### config.mk
export PLATFORM = sky130hd
export DESIGN_NAME = punc_control_mc
export DESIGN_NICKNAME = d
export VERILOG_FILES = /design/src/rtl/punc_control_mc.sv
export SDC_FILE = /design/constraint.sdc
export NUM_CORES = 1
export LEC_CHECK = 0
export CAP_MARGIN = 5
export CORE_ASPECT_RATIO = 0.9
export CORE_UTILIZATION = 42
export DETAILED_ROUTE_END_ITERATION = 7
export PLACE_DENSITY = 0.9
export SLEW_MARGIN = 20
export SYNTH_ARGS = -nofsm -noshare
export SYNTH_HDL_FRONTEND = slang
export SYNTH_SLANG_ARGS = --single-unit
### constraint.sdc
create_clock -name clk -period 4.8 [get_ports clk]
set_clock_uncertainty 0.1 [all_clocks]
set_input_delay 1.2 -clock clk [delete_from_list [all_inputs] [get_ports clk]]
set_output_delay 1.2 -clock clk [all_outputs]
set_load 0.005 [all_outputs]
### src/rtl/punc_control_mc.sv
// Multi-cycle control FSM for the PUnC LC3 datapath: fetch/decode/execute with
// two-phase indirect loads/stores, parameterised memory wait states and a sticky halt.
module punc_control_mc #(
    parameter int DATA_W   = 16,
    parameter int MEM_WAIT = 0,
    parameter int WAIT_W   = 4
) (
    input  logic              clk,
    input  logic              rst,
    input  logic [DATA_W-1:0] ir,
    input  logic              n,
    input  logic              z,
    input  logic              p,
    output logic              mem_w_en,
    output logic [1:0]        mem_w_addr_sel,
    output logic              mem_w_data_sel,
    output logic [1:0]        mem_r_addr_sel,
    output logic              rf_w_en,
    output logic              rf_w_addr_sel,
    output logic [1:0]        rf_w_data_sel,
    output logic              rf_r0_addr_sel,
    output logic              rf_r1_addr_sel,
    output logic              ir_ld,
    output logic              ind_ld,
    output logic              pc_ld,
    output logic              pc_clr,
    output logic              pc_inc,
    output logic [1:0]        pc_ld_data_sel,
    output logic [2:0]        alu_sel,
    output logic              cond_ld,
    output logic              cond_ld_data_sel,
    output logic              halted,
    output logic [2:0]        state_dbg
);

    typedef enum logic [2:0] {
        INIT   = 3'd0,
        FETCH  = 3'd1,
        DECODE = 3'd2,
        EXEC   = 3'd3,
        EXEC_I = 3'd4,
        HALT   = 3'd5
    } state_t;

    localparam logic [3:0] OP_BR   = 4'b0000;
    localparam logic [3:0] OP_ADD  = 4'b0001;
    localparam logic [3:0] OP_LD   = 4'b0010;
    localparam logic [3:0] OP_ST   = 4'b0011;
    localparam logic [3:0] OP_JSR  = 4'b0100;
    localparam logic [3:0] OP_AND  = 4'b0101;
    localparam logic [3:0] OP_LDR  = 4'b0110;
    localparam logic [3:0] OP_STR  = 4'b0111;
    localparam logic [3:0] OP_NOT  = 4'b1001;
    localparam logic [3:0] OP_LDI  = 4'b1010;
    localparam logic [3:0] OP_STI  = 4'b1011;
    localparam logic [3:0] OP_JMP  = 4'b1100;
    localparam logic [3:0] OP_LEA  = 4'b1110;
    localparam logic [3:0] OP_TRAP = 4'b1111;

    localparam logic [WAIT_W-1:0] WAIT_LAST = WAIT_W'(MEM_WAIT);

    state_t            state;
    state_t            next_state;
    logic [WAIT_W-1:0] wait_cnt;
    logic              mem_access;
    logic              last;
    logic [3:0]        opcode;
    logic              br_taken;
    logic              unused_ir;

    assign opcode    = ir[DATA_W-1 -: 4];
    assign last      = (wait_cnt == WAIT_LAST);
    assign br_taken  = (n & ir[11]) | (z & ir[10]) | (p & ir[9]);
    assign unused_ir = ^ir;

    // The wait counter only advances while a memory access is stalling and
    // restarts whenever the FSM moves to a different state.
    always_ff @(posedge clk) begin
        if (rst) begin
            state    <= INIT;
            wait_cnt <= '0;
        end else begin
            state <= next_state;
            if (next_state != state)
                wait_cnt <= '0;
            else if (mem_access && !last)
                wait_cnt <= wait_cnt + 1'b1;
        end
    end

    always_comb begin
        next_state       = state;
        mem_access       = 1'b0;
        mem_w_en         = 1'b0;
        mem_w_addr_sel   = 2'd0;
        mem_w_data_sel   = 1'b0;
        mem_r_addr_sel   = 2'd0;
        rf_w_en          = 1'b0;
        rf_w_addr_sel    = 1'b0;
        rf_w_data_sel    = 2'd0;
        rf_r0_addr_sel   = 1'b0;
        rf_r1_addr_sel   = 1'b0;
        ir_ld            = 1'b0;
        ind_ld           = 1'b0;
        pc_ld            = 1'b0;
        pc_clr           = 1'b0;
        pc_inc           = 1'b0;
        pc_ld_data_sel   = 2'd0;
        alu_sel          = 3'd0;
        cond_ld          = 1'b0;
        cond_ld_data_sel = 1'b0;
        halted           = 1'b0;
        state_dbg        = 3'd0;

        // Reset wins over every state so a half-finished store can never strobe.
        if (!rst) begin
            state_dbg = state;
            case (state)
                INIT: begin
                    pc_clr     = 1'b1;
                    next_state = FETCH;
                end
                FETCH: begin
                    mem_access = 1'b1;
                    if (last) begin
                        ir_ld      = 1'b1;
                        next_state = DECODE;
                    end
                end
                DECODE: begin
                    pc_inc     = 1'b1;
                    next_state = (opcode == OP_TRAP) ? HALT : EXEC;
                end
                EXEC: begin
                    next_state = FETCH;
                    case (opcode)
                        OP_ADD, OP_AND: begin
                            alu_sel = {1'b0, opcode == OP_AND, ir[5]};
                            rf_w_en = 1'b1;
                            cond_ld = 1'b1;
                        end
                        OP_NOT: begin
                            alu_sel = 3'd4;
                            rf_w_en = 1'b1;
                            cond_ld = 1'b1;
                        end
                        OP_BR: pc_ld = br_taken;
                        OP_JMP: begin
                            pc_ld          = 1'b1;
                            pc_ld_data_sel = 2'd1;
                        end
                        OP_JSR: begin
                            rf_w_en        = 1'b1;
                            rf_w_addr_sel  = 1'b1;
                            rf_w_data_sel  = 2'd3;
                            pc_ld          = 1'b1;
                            pc_ld_data_sel = ir[11] ? 2'd2 : 2'd1;
                        end
                        OP_LEA: begin
                            rf_w_en          = 1'b1;
                            rf_w_data_sel    = 2'd2;
                            cond_ld          = 1'b1;
                            cond_ld_data_sel = 1'b1;
                        end
                        OP_LD, OP_LDR: begin
                            mem_access       = 1'b1;
                            mem_r_addr_sel   = (opcode == OP_LD) ? 2'd1 : 2'd2;
                            rf_w_data_sel    = 2'd1;
                            cond_ld_data_sel = 1'b1;
                            rf_w_en          = last;
                            cond_ld          = last;
                            if (!last) next_state = EXEC;
                        end
                        OP_ST, OP_STR: begin
                            mem_access     = 1'b1;
                            mem_w_addr_sel = (opcode == OP_ST) ? 2'd0 : 2'd1;
                            rf_r0_addr_sel = 1'b1;
                            mem_w_en       = last;
                            if (!last) next_state = EXEC;
                        end
                        OP_LDI, OP_STI: begin
                            mem_access     = 1'b1;
                            mem_r_addr_sel = 2'd1;
                            ind_ld         = last;
                            next_state     = last ? EXEC_I : EXEC;
                        end
                        default: ;
                    endcase
                end
                EXEC_I: begin
                    mem_access = 1'b1;
                    next_state = last ? FETCH : EXEC_I;
                    if (opcode == OP_LDI) begin
                        mem_r_addr_sel   = 2'd3;
                        rf_w_data_sel    = 2'd1;
                        cond_ld_data_sel = 1'b1;
                        rf_w_en          = last;
                        cond_ld          = last;
                    end else if (opcode == OP_STI) begin
                        mem_w_addr_sel = 2'd2;
                        rf_r0_addr_sel = 1'b1;
                        mem_w_en       = last;
                    end
                end
                HALT: halted = 1'b1;
                default: next_state = INIT;
            endcase
        end
    end

endmodule

# After elaboration in Yosys (flattened, before gate mapping)
# Cells that the tools add are included.
classes:
  n_eq_ne: 19
  bitwise: 5
  n_reduce_logical: 17
  n_addsub: 1
  n_mux: 73
op_table:
  columns: ["op", "n"]
  rows:
  - ["1-bit 2-to-1 mux", 36]
  - ["4-bit equality test (second input constant)", 6]
  - ["3-bit 2-to-1 mux", 8]
  - ["2-bit 2-to-1 mux", 11]
  - ["2-bit one-hot mux with 2 select lines", 5]
  - ["1-bit one-hot mux with 2 select lines", 9]
  - ["3-bit one-hot mux with 6 select lines", 1]
  - ["4-bit by 3-bit equality test with 1-bit output (second input constant)", 4]
  - ["2-bit OR reduction", 7]
  - ["3-bit one-hot mux with 2 select lines", 2]
  - ["4-bit by 2-bit equality test with 1-bit output (second input constant)", 2]
  - ["4-bit zero test", 2]
  - ["4-bit OR reduction", 2]
  - ["3-bit by 2-bit equality test with 1-bit output (second input constant)", 2]
  - ["3-bit equality test (second input constant)", 2]
  - ["2-bit one-hot mux with 3 select lines", 1]
  - ["6-bit OR reduction", 1]
  - ["5-bit OR reduction", 1]
  - ["4-bit by 1-bit adder with 4-bit output (second input constant)", 1]
  - ["4-bit by 1-bit equality test with 1-bit output (second input constant)", 1]
  - ["1-bit bitwise AND", 3]
  - ["3-bit by 1-bit equality test with 1-bit output (second input constant)", 1]
  - ["3-bit zero test", 1]
  - ["3-bit != test", 1]
  - ["4 further kinds", 5]
word_totals:
  out_inout_bits: 28
  reg_bits: 7
  input_bits: 21

# Depth between registers and ports, before layout
# Gate-level depths: netlist of run 1.
logic_depth:
  depth_word: 7
  depth_mapped: 7
  mapped_depth_nobuf: 6

# Worst setup path after synthesis of run 1
# Ideal clock, no wire load.
synth_timing:
  path_kind: "in2out"
  start: "in ir[15]"
  end: "out mem_r_addr_sel[0]"
  n_path_buf: 1
  cell_stages: 5
  t_arrival_ns: 2.339
  setup_slack_ns: 1.161
  path_cell_list: "buf_2 nand2b_1 or4_1 a21o_1 a21boi_0"
synth_between:
  elab_chain_len: 5
  elab_cells_between_ends: 11
  cone_classes: "eq/ne: 4; mux: 5; reduce/logical: 2"
synth_rtl:
  columns: ["element", "line", "text"]
  rows:
  - ["start, declared", "10", "input logic [DATA_W-1:0] ir,"]
  - ["4-bit by 2-bit equality test with 1-bit output, or another cell as far along", "136, 167", null]
  - ["2-bit 2-to-1 mux / 2-bit OR reduction (equally long branches)", "167, 136", null]
  - ["2-bit one-hot mux with 2 select lines", "136", "case (opcode)"]
  - ["2-bit one-hot mux with 2 select lines (*)", "118", "case (state)"]
  - ["2-bit 2-to-1 mux (*)", "116", "if (!rst) begin"]
  - ["end, declared", "17", "output logic [1:0] mem_r_addr_sel,"]
# Every way passes the cells marked *; elsewhere a longest branch is shown, timed or not.

# Final worst setup path of run 1
layout_timing:
  start: "in ir[15]"
  end: "out pc_ld_data_sel[1]"
layout_between:
  elab_chain_len: 4
  elab_cells_between_ends: 5
  cone_classes: "eq/ne: 2; mux: 3"
layout_rtl:
  columns: ["element", "line", "text"]
  rows:
  - ["4-bit by 3-bit equality test with 1-bit output / 4-bit equality test (equally long branches)", "136", null]
  - ["2-bit one-hot mux with 2 select lines (*)", "136", null]
  - ["2-bit 2-to-1 mux (*)", "118", null]
  - ["2-bit 2-to-1 mux (*)", "116", null]
  - ["end, declared", "28", "output logic [1:0] pc_ld_data_sel,"]
# Marked as above.

==> metrics.sh, run 1 <==
DIODES=0
DRIVE_ABOVE_1_SHARE=0.152
PIN_COUNT_OF_THE_BIGGEST_NET_ENTERING_GLOBAL_ROUTING=19
YOSYS.CELL_TYPES.COUNT=51
MAX_FREQ_MHz=215
MIN-DELAY-START='wait_cnt[3]$_SDFFE_PP0P_'
TIMING.SLEW.HEADROOM=0.561
TIMING.MAX_CAP.VIOLATIONS=0
DESIGN.PORTCOUNT=49
RUN_STATUS='finished, final reports clean'
LAYOUT.CELL_AREA.NON_FILLER_MM2=0.00136
POST-CTS-SETUP-BUFFERS=0
FLOORPLAN.ROWS=15
CLK_PIN_SLEW_NS=0.05
FINAL_PERIOD_MINUS_WORST_SETUP_SLACK_NS=4.66
GPL.FINAL_WEIGHTED_CONGESTION=0.831
WORST-ENDPOINT-ARRIVAL_NS=3.36
TIMING_WORST_SETUP_PATH_TYPE='in -> out'
DRT_FIRST_ITER_VIOLATIONS=38
INITIAL_UTILIZATION=0.462
DRTANTENNAVIOLNETS=0
WORST-R2R-SETUP-SLACK_NS=2.61
WORSTREG2REGSTART='state[2]$_SDFF_PP0_'
TIMING.CRITICAL_PATH.TO_TYPE='primary output'
LAYOUT-AREA-OVERHEAD-VS-SYNTH_PCT=49.0
PORT_BUFFERS=38
SETUP_VIOL_COUNT_FINAL=0
FILLER_INSTANCES=164
CRIT_FANOUT=6
CTS_MADE_BUFFERS=3
FINAL_NETS=188
POST_DRT_VIA_CELL_RATIO=5.85
TIMING.SETUP.TNS_NS=0
SYN-CELL-AREA_UM2=910
CTS_MAX_LEVEL=1
WORSTHOLDPATHCELLS=2
GRT_REMAINING_OVERFLOW=0
FIRST_PASS_GRT_WIRE_LENGTH_UM=4510
POST_DRT_WL_PER_CELL_UM=14.5
SYNTH.MOST_COMMON_CELL='nand2_1'
TIGHTEST_SLEW_NS=0.658
PLACEABLECOREAREA_MM2=0.00197
POST_SYNTH_MAIN_AREA_CONTRIBUTORS='dfxtp_1, nand2b_1, a211oi_1'
POST_CTS_RESIZED=0
CP_DATA_REQUIRED_TIME_NS=3.50
DETAILROUTE.WIRELENGTH.MET3_UM=150
CTS_HOLD_BUF=0
NETLIST.TOP_CELL.BY_AREA='dfxtp_1'
HOLD_PATH.CLASS='reg -> reg'
FINAL_CORE_UTILIZATION=0.688
WORST-R2R-CELL-COUNT=4
POWER_LEAKAGE_nW=0.464
SYNTH.YOSYS.SEQ_AREA_SHARE=0.154
DRC=0
POSTROUTEWIRELENGTH_UM=2740
GRT_USE_TOTAL=0.251
HOLDPATHEND='wait_cnt[3]$_SDFFE_PP0P_'
SYNTH.YOSYS.WARNINGS=0
SYNTH-EDFF-COUNT=0
DRT-MET1-WL_UM=1280
FINALCRITPERIODSHARE=0.970
GRT_PASS1_VIAS=983
CELLPOWERDENSITY_mW_PER_MM2=133
WL_MET2_UM=1290
REGTOREGENDPOINT='wait_cnt[2]$_SDFFE_PP0P_'
TRITONCTS='done'
FIRSTDRTPASSITERS=4
VDD_DROP_MAX_mV=0.104
SYNTHESIS.INSTANCES=124
CTS.SINK_COUNT=7
ROOT_BUFFER='clkbuf_4'
CLOCK_LATENCY_NS=0.25
PORTION_OF_SYNTHESIZED_CELL_AREA_OCCUPIED_BY_THE_LEADING_CELL_TYPE=0.154
HPWL_UM=2100
SYNTH.FF_LATCH_COUNT=7
FLOORPLAN.DIE.HEIGHT_UM=46.2
VIA_COUNT=1105
FLOORPLAN.DIE_AREA_MM2=0.00236
SYNTH-MAIN-FF-CELL='dfxtp_1'
DIE_WIDTH_UM=51.1
SYNTH_TOP_CELLS_BY_COUNT='nand2_1, nand2b_1, nor2_1, clkbuf_1, dfxtp_1'
MAXUSEDROUTINGLAYER='met4'
SYN_AREA_PER_CELL_UM2=7.34
PLACE_AREA_MM2=0.00133
YS_ASYNC_SR_FRACTION=0
MAXSLEWVIOLCOUNT=0
ANTENNA_FOUND_INITIAL=0
GRT_SETUP_UNREPAIRED='false'
HOLD_VIOL=0
CTS_BUFFER_DEPTH=2
SETUP.WORST_PATH.START_CLASS='input port'
[metal layers]
metal / global-route usage / vias up
met4: 0.0278 / 0
met2: 0.424 / 34
li1: - / 542
met3: 0.0594 / 2
met5: 0 / -
met1: 0.336 / 527
[where the power goes]
group / internal (W) / switching (W)
clock network: 0.0000316 / 0.0000206
logic: 0.0000334 / 0.0000282
registers: 0.0000600 / 0.00000589
[worst max path at each step]
stage                     cells past startpoint  slack (ns)  startpoint           endpoint
final                                         7        0.14      ir[15]  pc_ld_data_sel[1]
after detailed placement                      6        0.14         rst  pc_ld_data_sel[0]
after CTS                                     7        0.15      ir[15]  pc_ld_data_sel[1]
after floorplan                               5        1.16      ir[15]  mem_r_addr_sel[0]
after global routing                          6        0.04         rst  pc_ld_data_sel[0]
after global placement                        7        0.14      ir[15]  pc_ld_data_sel[1]
[stage by stage]
| step | power [W] | cells | hold WS (ns) | setup WS, ns |
|---|---|---|---|---|
| final | 0.000180 | 189 | 0.427 | 0.145 |
| after global routing | 0.000191 | 189 | 0.449 | 0.0376 |
| after CTS | 0.000179 | 189 | 0.427 | 0.147 |
| after detailed placement | 0.000127 | 185 | 0.421 | 0.138 |
| after global placement | 0.000125 | 185 | 0.391 | 0.143 |
| after floorplan | 0.000101 | 125 | 0.374 | 1.16 |
[critical path, cell delays in order]
cell	delay, ns
clkdlybuf4s50_1	0.49
nor2_1	0.12
or4b_4	0.50
or3_4	0.37
inv_2	0.07
and2_1	0.11
clkdlybuf4s50_1	0.50
[cell usage in the layout, fill, tap and decap left out, types with 2 or more instances in the layout]
cell type	instances
nor2b_1	5
ha_1	2
nand2_1	10
or3_1	4
clkbuf_4	3
a211oi_1	6
clkdlybuf4s50_1	38
o31ai_1	3
buf_4	9
a31oi_1	2
inv_1	6
a21oi_1	2
or4_1	3
nor3_1	2
nand4b_1	2
nor2_1	9
conb_1	2
nand2b_1	9
o21ai_0	5
o32a_1	2
nor4_1	3
nor3b_1	2
dfxtp_1	7
[logic make-up (layout without fill, tap and decap cells)]
kind of cell / count (synthesis) / in the layout / synth area share
fa+ha+maj: 2 / 2 / 0.0275
buf+inv: 19 / 58 / 0.100
other cells: 1 / 2 / 0.00412
compound gates: 31 / 31 / 0.265
flops: 7 / 7 / 0.154
mux: 1 / 1 / 0.0124
xor+xnor: 1 / 1 / 0.00963
simple gates: 62 / 62 / 0.426
[registers in the layout (all words and copies together) (netlist names)]
| register | flops |
|---|---|
| state | 3 |
| wait_cnt | 4 |
[area by class of cell]
class	instances	area (µm²)	share of cell area
multi-input cells	99	683	0.504
repair buffers	47	448	0.331
flip-flops and latches	7	140	0.103
well taps	25	31.3	0.0231
clock buffers	4	26.3	0.0194
inverters	7	26.3	0.0194
No activity file was read; power rests on OpenSTA's default activity.
==> inputs of run 2 (changes only) <==
--- a/config.mk
+++ b/config.mk
@@ -5,12 +5,12 @@
 export SDC_FILE = /design/constraint.sdc
 export NUM_CORES = 1
 export LEC_CHECK = 0
-export CAP_MARGIN = 5
+export CAP_MARGIN = 0
 export CORE_ASPECT_RATIO = 0.9
 export CORE_UTILIZATION = 42
 export DETAILED_ROUTE_END_ITERATION = 7
 export PLACE_DENSITY = 0.9
-export SLEW_MARGIN = 20
+export SLEW_MARGIN = 25
 export SYNTH_ARGS = -nofsm -noshare
 export SYNTH_HDL_FRONTEND = slang
 export SYNTH_SLANG_ARGS = --single-unit
==> results of run 2 <==
Final layout, timing and power as in run 1 (identical DEF).
==> inputs of run 3 (changes only) <==
--- a/config.mk
+++ b/config.mk
@@ -6,10 +6,9 @@
 export NUM_CORES = 1
 export LEC_CHECK = 0
 export CAP_MARGIN = 0
-export CORE_ASPECT_RATIO = 0.9
-export CORE_UTILIZATION = 42
+export CORE_UTILIZATION = 39
 export DETAILED_ROUTE_END_ITERATION = 7
-export PLACE_DENSITY = 0.9
+export PLACE_DENSITY = 0.85
 export SLEW_MARGIN = 25
 export SYNTH_ARGS = -nofsm -noshare
 export SYNTH_HDL_FRONTEND = slang
==> constraint.sdc (replaced) <==
create_clock -name clk -period 5.33 [get_ports clk]
set_clock_uncertainty 0.1 [all_clocks]
set_input_delay 1.3325 -clock clk [delete_from_list [all_inputs] [get_ports clk]]
set_output_delay 1.3325 -clock clk [all_outputs]
set_load 0.005 [all_outputs]
==> run 3 against run 2 <==
Clock power is 8.8% lower. First-iteration DRC count shrank 61%. Critical endpoint unchanged. Wire length fell by 3.9%.
==> metrics.sh, run 3 (synthesized netlist as in run 1, its figures left out) <==
MAXSLEWVIOLCOUNT=0  # unchanged
FIRST_PASS_GRT_WIRE_LENGTH_UM=4610  # +2.3%
GRT_REMAINING_OVERFLOW=0  # unchanged
DIODES=0  # unchanged
DRIVE_ABOVE_1_SHARE=0.126  # -0.0267
FINAL_PERIOD_MINUS_WORST_SETUP_SLACK_NS=5.11
POST_DRT_WL_PER_CELL_UM=14.1  # -2.9%
LARGESTREGISTERS='wait_cnt x4, state x3'
LAYOUT-AREA-OVERHEAD-VS-SYNTH_PCT=45.1
DRC=0  # unchanged
PIN_COUNT_OF_THE_BIGGEST_NET_ENTERING_GLOBAL_ROUTING=19  # unchanged
REGISTER_WITH_THE_HIGHEST_FLOP_COUNT='wait_cnt'
FINAL_NETS=183  # -2.7%
PLACE_AREA_MM2=0.00129  # -2.5%
CTS_MADE_BUFFERS=3  # unchanged
STDCELL_COUNT=187  # -1.1%
CTS_BUFFER_DEPTH=2  # unchanged
CLOCK_LATENCY_NS=0.25  # about the same
FINALCRITPERIODSHARE=0.958
LAYOUT.CELL_AREA.NON_FILLER_MM2=0.00132  # -2.6%
POSTROUTEWIRELENGTH_UM=2630  # -3.9%
OVERALL_POWER_CONSUMPTION_W=0.000160  # -11%
PLACEABLECOREAREA_MM2=0.00221  # +12%
GRT_SETUP_UNREPAIRED='false'
CTS_MAX_LEVEL=1  # unchanged
PORT_BUFFERS=38  # unchanged
DRT_FIRST_ITER_VIOLATIONS=15  # -61%
SHARE_SEQ_OF_TOTAL_POWER=0.369  # +0.002
HOLD_VIOL=0  # unchanged
MAX_FREQ_MHz=196
DESIGN.PORTCOUNT=49  # unchanged
INTPOWER_W=0.000111  # -11%
VIA_COUNT=1063  # -3.8%
SWITCHING_SHARE=0.307  # +0.00308
SHARE_COMB_OF_TOTAL_POWER=0.333  # -0.010
POST-CTS-SETUP-BUFFERS=0  # unchanged
P_CLK_FRAC=0.298  # +0.007
FLIP_FLOP_AND_LATCH_AREA_UM2=140  # unchanged
CTS_HOLD_BUF=0  # unchanged
CTS.SINK_COUNT=7  # unchanged
WORST-ENDPOINT-ARRIVAL_NS=3.68  # +0.32 ns
GPL.FINAL_WEIGHTED_CONGESTION=0.864  # +4.0%
FIRSTDRTPASSITERS=4  # unchanged
CP_DATA_REQUIRED_TIME_NS=3.90  # +0.40 ns
FLOORPLAN.DIE_AREA_MM2=0.00253  # +7.4%
TRITONCTS='done'
GRT_PASS1_VIAS=1071  # +9.0%
RUN_STATUS='finished, final reports clean'
POWER.NET_SWITCHING_W=0.0000491  # -10%
FLOORPLAN.DIE.HEIGHT_UM=50.3  # +9.0%
SETUP.WORST_PATH.START_CLASS='input port'
CLK_PIN_SLEW_NS=0.05  # about the same
HPWL_UM=1990  # -5.2%
MULTI_INPUT_COMB_AREA_UM2=682  # -0.18%
LARGEST_REGISTER_FFS=4  # unchanged
TIMING.MAX_CAP.VIOLATIONS=0  # unchanged
INITIAL_UTILIZATION=0.411  # -0.0504
ANTENNA_FOUND_INITIAL=0  # unchanged
FLOORPLAN.ROWS=17  # +2
WORSTHOLDPATHCELLS=2  # unchanged
POWER_LEAKAGE_nW=0.441  # -5.0%
TIMING.CRITICAL_PATH.TO_TYPE='primary output'
CELLPOWERDENSITY_mW_PER_MM2=121  # -8.7%
TIMING.SLEW.HEADROOM=0.627  # +0.0663
COMMONEST_CELLS_AFTER_ROUTING_FILL_AND_TAPS_ASIDE='clkdlybuf4s50_1, nand2_1, nor2_1, nand2b_1, dfxtp_1'
ROOT_BUFFER='clkbuf_4'
DRTANTENNAVIOLNETS=0  # unchanged
CRIT_FANOUT=8  # +2
DP_CELLS=183  # -1.1%
DIE_WIDTH_UM=50.3  # -1.5%
WORST-R2R-CELL-COUNT=4  # unchanged
SETUP_VIOL_COUNT_FINAL=0  # unchanged
VDD_DROP_MAX_mV=0.0698  # -33%
MOST_COMMON_CELL_AFTER_LAYOUT_FILL_AND_TAPS_ASIDE='clkdlybuf4s50_1'
POST_CTS_RESIZED=0  # unchanged
GRT_USE_TOTAL=0.229  # -0.0225
TIMING_WORST_SETUP_PATH_TYPE='in -> out'
WORST-R2R-SETUP-SLACK_NS=3.13  # +0.52 ns
TIGHTEST_SLEW_NS=0.559  # -0.0988 ns
TIMING.SETUP.TNS_NS=0  # unchanged
POST_DRT_VIA_CELL_RATIO=5.68  # -2.8%
FILLER_INSTANCES=201  # +23%
HOLD_PATH.CLASS='reg -> reg'
## run 3: cell count changes in the layout (fill, tap and decap cells not counted), sizes merged
cell / change
buf: -5
## run 3: cell type report
class                   count  area share
inverters                   7      0.0199
clock buffers               4      0.0199
well taps                  28      0.0265
flip-flops and latches      7       0.106
multi-input cells          99       0.517
repair buffers             42       0.311
## run 3: worst paths after layout
check / end / startpoint
hold / removal: wait_cnt[3]$_SDFFE_PP0P_ / wait_cnt[3]$_SDFFE_PP0P_
setup reg to reg: wait_cnt[2]$_SDFFE_PP0P_ / state[2]$_SDFF_PP0_
setup / recovery: pc_ld_data_sel[1] / ir[14]
hold reg to reg: wait_cnt[3]$_SDFFE_PP0P_ / wait_cnt[3]$_SDFFE_PP0P_
## run 3: metrics by stage
step | hold slack (ns) | setup WS, ns | utilization
floorplan | 0.374 | 1.43 | -
global placement | 0.396 | 0.247 | 0.585
detailed placement | 0.412 | 0.242 | 0.585
CTS | 0.421 | 0.232 | 0.597
global route | 0.451 | 0.124 | 0.597
finish | 0.412 | 0.222 | 0.597
## run 3: metal layers
layer / global-route usage / vias to the layer above / share of wire
li1: - / 526 / -
met1: 0.264 / 501 / 0.44
met2: 0.424 / 34 / 0.50
met3: 0.0273 / 2 / 0.052
met4: 0.0833 / 0 / 0.0053
met5: 0 / - / 0
## run 3: critical path, cell delays in order
cell             delay (ns)
clkdlybuf4s50_1        0.61
inv_1                  0.14
or4b_4                 0.56
or3_4                  0.36
inv_2                  0.06
and2_1                 0.12
clkdlybuf4s50_1        0.50
## run 3: power groups by stage
stage | registers (W) | logic [W] | clock network, W
CTS | 0.0000585 | 0.0000529 | 0.0000500
floorplan | 0.0000561 | 0.0000346 | 0
global route | 0.0000593 | 0.0000583 | 0.0000553
detailed placement | 0.0000596 | 0.0000528 | 0
global placement | 0.0000596 | 0.0000516 | 0
finish | 0.0000589 | 0.0000532 | 0.0000476
